## src/rtl/redirect_sequencer.sv

```systemverilog
// Control-flow redirect sequencer for the 6-stage in-order core: qualifies WB/EX2
// redirect events, drives stage flushes, and runs the fence.i drain/invalidate sequence.
module redirect_sequencer #(
  parameter int unsigned     XLEN         = 32,
  parameter logic [XLEN-1:0] RESET_VECTOR = XLEN'(32'h8000_0000)
) (
  input  logic            clk,
  input  logic            rst,
  input  logic            cancel_wb,
  input  logic            irq_taken,
  input  logic            ecall_wb,
  input  logic            mret_wb,
  input  logic            fencei_wb,
  input  logic            csr_wr_wb,
  input  logic [XLEN-1:0] pc_wb,
  input  logic [XLEN-1:0] mtvec,
  input  logic [XLEN-1:0] mepc,
  input  logic            branch_taken_ex2,
  input  logic [XLEN-1:0] branch_target_ex2,
  output logic            dcache_drain_req,
  input  logic            dcache_drain_done,
  output logic            icache_inv_req,
  input  logic            icache_inv_ack,
  output logic            flush_if,
  output logic            flush_dc,
  output logic            flush_ex,
  output logic            flush_ex2,
  output logic            flush_mem,
  output logic            redirect_valid,
  output logic [XLEN-1:0] redirect_pc,
  output logic            stall_if,
  output logic            busy
);

  typedef enum logic [1:0] {IDLE, DRAIN, INVAL, REDIR} state_t;

  state_t          state, state_nxt;
  logic            ecall_q, mret_q, fencei_q, csr_q, wb_evt;
  logic            evt_valid, evt_fence;
  logic [XLEN-1:0] evt_target, pc_next, saved_pc;

  // Event qualification and priority arbitration; only meaningful while IDLE.
  always_comb begin
    ecall_q    = ecall_wb  & ~cancel_wb;
    mret_q     = mret_wb   & ~cancel_wb;
    fencei_q   = fencei_wb & ~cancel_wb;
    csr_q      = csr_wr_wb & ~cancel_wb;
    wb_evt     = irq_taken | ecall_q | mret_q | fencei_q | csr_q;
    pc_next    = pc_wb + XLEN'(4);
    evt_valid  = 1'b0;
    evt_fence  = 1'b0;
    evt_target = '0;
    if (state == IDLE) begin
      if (irq_taken | ecall_q) begin
        evt_valid  = 1'b1;
        evt_target = mtvec;
      end else if (mret_q) begin
        evt_valid  = 1'b1;
        evt_target = mepc;
      end else if (fencei_q) begin
        evt_fence  = 1'b1;
      end else if (csr_q) begin
        evt_valid  = 1'b1;
        evt_target = pc_next;
      end else if (branch_taken_ex2) begin
        evt_valid  = 1'b1;
        evt_target = branch_target_ex2;
      end
    end
  end

  always_ff @(posedge clk or posedge rst) begin
    if (rst) state <= IDLE;
    else     state <= state_nxt;
  end

  always_comb begin
    state_nxt = state;
    unique case (state)
      IDLE:    if (evt_fence)         state_nxt = DRAIN;
      DRAIN:   if (dcache_drain_done) state_nxt = INVAL;
      INVAL:   if (icache_inv_ack)    state_nxt = REDIR;
      REDIR:                          state_nxt = IDLE;
      default:                        state_nxt = IDLE;
    endcase
  end

  always_comb begin
    dcache_drain_req = 1'b0;
    icache_inv_req   = 1'b0;
    flush_if         = 1'b0;
    flush_dc         = 1'b0;
    flush_ex         = 1'b0;
    flush_ex2        = 1'b0;
    flush_mem        = 1'b0;
    stall_if         = 1'b0;
    busy             = 1'b0;
    if (state == IDLE) begin
      flush_if  = wb_evt | branch_taken_ex2;
      flush_dc  = wb_evt | branch_taken_ex2;
      flush_ex  = wb_evt | branch_taken_ex2;
      flush_ex2 = wb_evt;
      flush_mem = wb_evt;
    end else begin
      dcache_drain_req = (state == DRAIN);
      icache_inv_req   = (state == INVAL);
      flush_if         = 1'b1;
      flush_dc         = 1'b1;
      flush_ex         = 1'b1;
      flush_ex2        = 1'b1;
      flush_mem        = 1'b1;
      stall_if         = 1'b1;
      busy             = 1'b1;
    end
  end

  // The fence.i redirect is launched on the INVAL->REDIR edge so it is registered like the rest.
  always_ff @(posedge clk or posedge rst) begin
    if (rst) begin
      redirect_valid <= 1'b0;
      redirect_pc    <= RESET_VECTOR;
      saved_pc       <= '0;
    end else begin
      redirect_valid <= 1'b0;
      if (evt_valid) begin
        redirect_valid <= 1'b1;
        redirect_pc    <= evt_target;
      end else if (state == INVAL && icache_inv_ack) begin
        redirect_valid <= 1'b1;
        redirect_pc    <= saved_pc;
      end
      if (evt_fence) saved_pc <= pc_next;
    end
  end

endmodule

```

## config.mk

```make
export PLATFORM = sky130hd
export DESIGN_NAME = redirect_sequencer
export DESIGN_NICKNAME = d
export VERILOG_FILES = /design/src/rtl/redirect_sequencer.sv
export SDC_FILE = /design/constraint.sdc
export NUM_CORES = 1
export LEC_CHECK = 0
export BUFFER_PORTS_ARGS = -buffer_cell sky130_fd_sc_hd__buf_2
export CAP_MARGIN = 20
export CORE_MARGIN = 2
export CORE_UTILIZATION = 50
export DETAILED_ROUTE_END_ITERATION = 7
export GPL_TIMING_DRIVEN = 0
export MAX_ROUTING_LAYER = met4
export PLACE_DENSITY = 0.78
export SKIP_LAST_GASP = 1
export SLEW_MARGIN = 20
export SYNTH_ARGS = -nofsm -noshare
export SYNTH_HDL_FRONTEND = slang
export SYNTH_SLANG_ARGS = --single-unit
```

## constraint.sdc

```tcl
create_clock -name clk -period 2.7 [get_ports clk]
set_clock_uncertainty 0.05 [all_clocks]
set_input_delay 0.54 -clock clk [delete_from_list [all_inputs] [get_ports clk]]
set_output_delay 0.54 -clock clk [all_outputs]
set_load 0.02 [all_outputs]
```

After elaboration in Yosys (flattened, before gate mapping). Index checks and enable logic that the tools add are counted.

Output and inout bits: 42. Word-level logic and storage cells: 54. Bits in registers: 67.

Eq/ne operators: 6. Bitwise operators: 10. Muxes and demuxes: 29. Reduce and logical (&&, ||, !) cells: 4. $add $sub $neg: 1.

Operator list (count): 32-bit 2-to-1 mux (8); 32-bit by 3-bit adder with 32-bit output, second input constant (1); 1-bit 2-to-1 mux (17); 2-bit case mux with 4 select lines (1); 2-bit 2-to-1 mux (3); 2-bit != test, second input constant (3); 1-bit OR (5); 1-bit AND (4); 2-bit == test, second input constant (2); 3-bit AND reduction (1); 2-bit by 1-bit == test with 1-bit output, second input constant (1); 2-bit zero test (1); 2-bit nonzero test (1); 1-bit logical AND (1); 1-bit NOT (1).

Depth between registers and ports, before layout.
Word-level depth: 8. Gate-level depth with buffers: 9.

Worst setup path before layout. OpenSTA, ideal clock, no wires.

Path kind: in2out. From: input ecall_wb. To: output flush_ex. Buffers on the path: 3. Stages: 7. Arrival time: 2.302 ns. Slack: -0.192 ns. Cell sequence: clkbuf_1 nor2b_1 nor2_1 clkbuf_1 nand3_1 or2_2 buf_4.

Word-level cells in the longest chain between the ends: 7.

Ends and longest elaborated chain: start, declared (line 11) `input logic ecall_wb,`; 1-bit AND (line 44) `ecall_q = ecall_wb & ~cancel_wb;`; 1-bit OR (4 in a row) (line 48) `wb_evt = irq_taken | ecall_q | mret_q | fencei_q | csr_q;`; 1-bit OR; 1-bit 2-to-1 mux; end, declared (line 26) `output logic flush_ex,`.

Every way passes these cells.

Final worst setup path.
From: input ecall_wb. To: output flush_if.

Word-level cells in the longest chain between the ends: 7.

Ends and longest elaborated chain: 1-bit AND (line 44); 1-bit OR (4 in a row) (line 48); 1-bit OR (line 99) `flush_if = wb_evt | branch_taken_ex2;`; 1-bit 2-to-1 mux (line 98) `if (state == IDLE) begin`; end, declared (line 24) `output logic flush_if,`.

Every way passes these cells.

==> impl_metrics.ini <==
[status]
status = finished clean

[synth]
synthFlopType = dfrtp_1
post-synth-top-area-cell = dfrtp_1
yosys_register_bits = 67
yosysSeqAreaShare_pct = 35.03
syn_area_um2 = 4790
synth_area_leaders = dfrtp_1 (34%), mux2i_1 (5.0%), a21oi_1 (4.2%), o21ai_0 (4.1%), nand2_1 (4.1%)
async_flop_share_pct = 100.0
ys_warn_count = 0
synthCells = 568
synth_top_area_share_pct = 34.48
synth.distinct_cells = 63
synth-edff-count = 0
syn_nets = 711
synth_area_per_cell_um2 = 8.432

[route]
drc = 0
ant_nets = 0
route.vias.total = 5571
avgViaCountPerCell = 6.246
dr.pass1.iters = 5
drt-initial-drc-count = 561
wl_per_cell_um = 21.23
finalWirelength_um = 18930

[die]
die-height_um = 101.9
core_area_um2 = 9284
dieArea_um2 = 10380
rows = 35
die_w_um = 101.9
ios = 181
initial_core_util_pct = 51.59

[finish]
num-fill-cells = 837
syn2layout_area_growth_pct = 27.77
nets = 901
multi_input_area_um2 = 2868
n_antenna_cell = 0
final_layout_size_suffix_gt1_share_pct = 31.98
regArea_um2 = 1678
design_area_um2 = 6120

[cts]
clock_latency_ns = 0.35
cts_sinks = 67
cts_tree = done
h-tree-depth = 3
cts.hold.buffers_added = 0
cts.reportedPaths.clkPinSlew_ns = 0.09
cts_made_buffers = 9
clk_path_buf_depth = 2
root_buffer = clkbuf_8

[grt]
grt_pass1_vias = 5185
grt_pass1_wl_um = 28650
grt_use_total_pct = 37.64
grt_max_degree = 43
grt_overflow = 0
antenna_found_initial = 0

[timing]
finalHoldViolations = 0
min_period_ns = 2.626
slew-limit-headroom_pct = 46.18
whs_ns = 0.1034
drv_slew = 0
fmax_mhz = 380.8
tightest_slew_ns = 0.8072
rsz0062_at_grt = true
post-route-period-util_pct = 97.27
setup_viol = 0

[setup_path]
ff2ff_setup_slack_ns = 0.18
endpoint_kind = primary output
reg2reg_from = state[0]$_DFFE_PP0P_
arrival_ns = 2.04
reg2reg_to = redirect_pc[10]$_DFFE_PP0P_
cp.required_ns = 2.11
start_kind = input pin
critPathMaxFanout = 10
worstRegToRegCells = 7
worstSetupPathType = input pin to primary output

[placed_design]
hpwl_um = 14190
gp_congestion = 0.9561
io_buffers = 177
place_area_um2 = 5868

[pwr]
vdd_drop_max_mv = 0.5323
pwr_density_cell_nw_per_um2 = 830.3
power.total_mw = 5.081
leakagePower_nw = 2.799

[worst_hold_path]
min-delay-path-class = input pin to async pin

[flow_run]
maxCapViolCount = 0
==> metal layers <==
metal  wire (um)  global-route usage, %  vias up
li1            -                      -     2487
met1        7545                  51.26     2634
met2        8645                  58.15      392
met3        2075                  5.335       58
met4         667                  12.41        0
met5           0                      -        -
==> layout make-up <==
cell class                 count  area share [%]
buffer                        49           3.639
clock buffer                  10           2.249
sequential                    67           27.42
clock inverter                 6           1.063
multi-input combinational    434           46.86
tap                          129           2.638
timing repair buffer         180           15.05
inverter                      17           1.084
==> flip-flops by register name, summed over array words and instances, names as in the netlist <==
name / cells
redirect_pc: 32
saved_pc: 32
redirect_valid: 1
state: 2
==> cells by family (layout without fill, tap and decap cells) <==
| family | count (synthesis) | in the layout | synth area share, % |
|---|---|---|---|
| AO/OA/AOI/OAI | 185 | 185 | 26.07 |
| XOR/XNOR | 23 | 23 | 4.206 |
| adder cells (fa/ha/maj) | 4 | 4 | 1.045 |
| buffers and inverters | 67 | 262 | 5.616 |
| flip-flops | 67 | 67 | 35.03 |
| multiplexers | 36 | 36 | 7.837 |
| AND/OR/NAND/NOR | 186 | 186 | 20.19 |
==> per-stage QoR <==
step / util (%) / cells / setup TNS, ns / setup WS (ns)
after floorplan: - / 568 / 0 / 0.09532
after global placement: 62.97 / 874 / -47.33 / -0.5536
after detailed placement: 63.21 / 875 / -17.13 / -0.6250
after CTS: 65.75 / 893 / 0 / 0.01528
after global routing: 65.92 / 892 / -0.09241 / -0.09241
final: 65.92 / 892 / 0 / 0.07367
==> synth_stat cells, types with 6 or more instances <==
| cell type | count |
|---|---|
| nor3_1 | 16 |
| nor4_1 | 6 |
| inv_1 | 17 |
| a211oi_1 | 6 |
| xnor2_1 | 15 |
| o211ai_1 | 16 |
| o21ai_0 | 39 |
| o221ai_1 | 7 |
| a21oi_1 | 40 |
| o22ai_1 | 14 |
| xor2_1 | 8 |
| a221oi_1 | 8 |
| nand2_1 | 52 |
| nor2_1 | 44 |
| mux2_2 | 12 |
| dfrtp_1 | 66 |
| and3_1 | 6 |
| clkbuf_1 | 40 |
| nand2b_1 | 6 |
| nand3_1 | 16 |
| a31oi_1 | 6 |
| nand4_1 | 8 |
| and2_1 | 7 |
| mux2i_1 | 24 |
==> layout by cell type, fill, tap and decap left out, drive strengths merged, types with 15 or more instances in the layout <==
cell type  synthesis  final
mux2i             24     24
xnor2             15     15
buf               10    189
nand2             52     52
o211ai            16     16
inv               17     17
dfrtp             66     66
nor2              44     44
clkbuf            40     50
o21ai             39     39
nor3              16     16
nand3             17     17
a21oi             40     40
==> report_power, final <==
part	switching (mW)	internal [mW]
Sequential	0.249	1.49
Combinational	1.50	0.945
Clock	0.443	0.452
Total	2.19	2.89
==> what timing repair did <==
action / in CTS / in global routing
pin swaps: 1 / 0
resized for setup: 7 / 12
buffers inserted: 2 / 0
setup endpoints to repair: 26 / 43
==> critical path, stage by stage <==
cell,delay [ns]
clkbuf_1,0.20
nor2b_1,0.23
nor2_4,0.13
clkbuf_8,0.20
nand3_2,0.12
or2_2,0.32
buf_4,0.14
buf_2,0.15
==> how the worst max path moves through the flow <==
stage	startpoint	endpoint	slack, ns	cells after the start
after floorplan	ecall_wb	flush_ex	0.1	7
after global placement	irq_taken	redirect_pc[26]$_DFFE_PP0P_	-0.55	8
after detailed placement	irq_taken	redirect_pc[25]$_DFFE_PP0P_	-0.62	8
after CTS	state[0]$_DFFE_PP0P_	redirect_pc[17]$_DFFE_PP0P_	0.02	7
after global routing	pc_wb[2]	redirect_pc[20]$_DFFE_PP0P_	-0.09	7
final	ecall_wb	flush_if	0.07	8
Power figures use the tool's default switching activity.
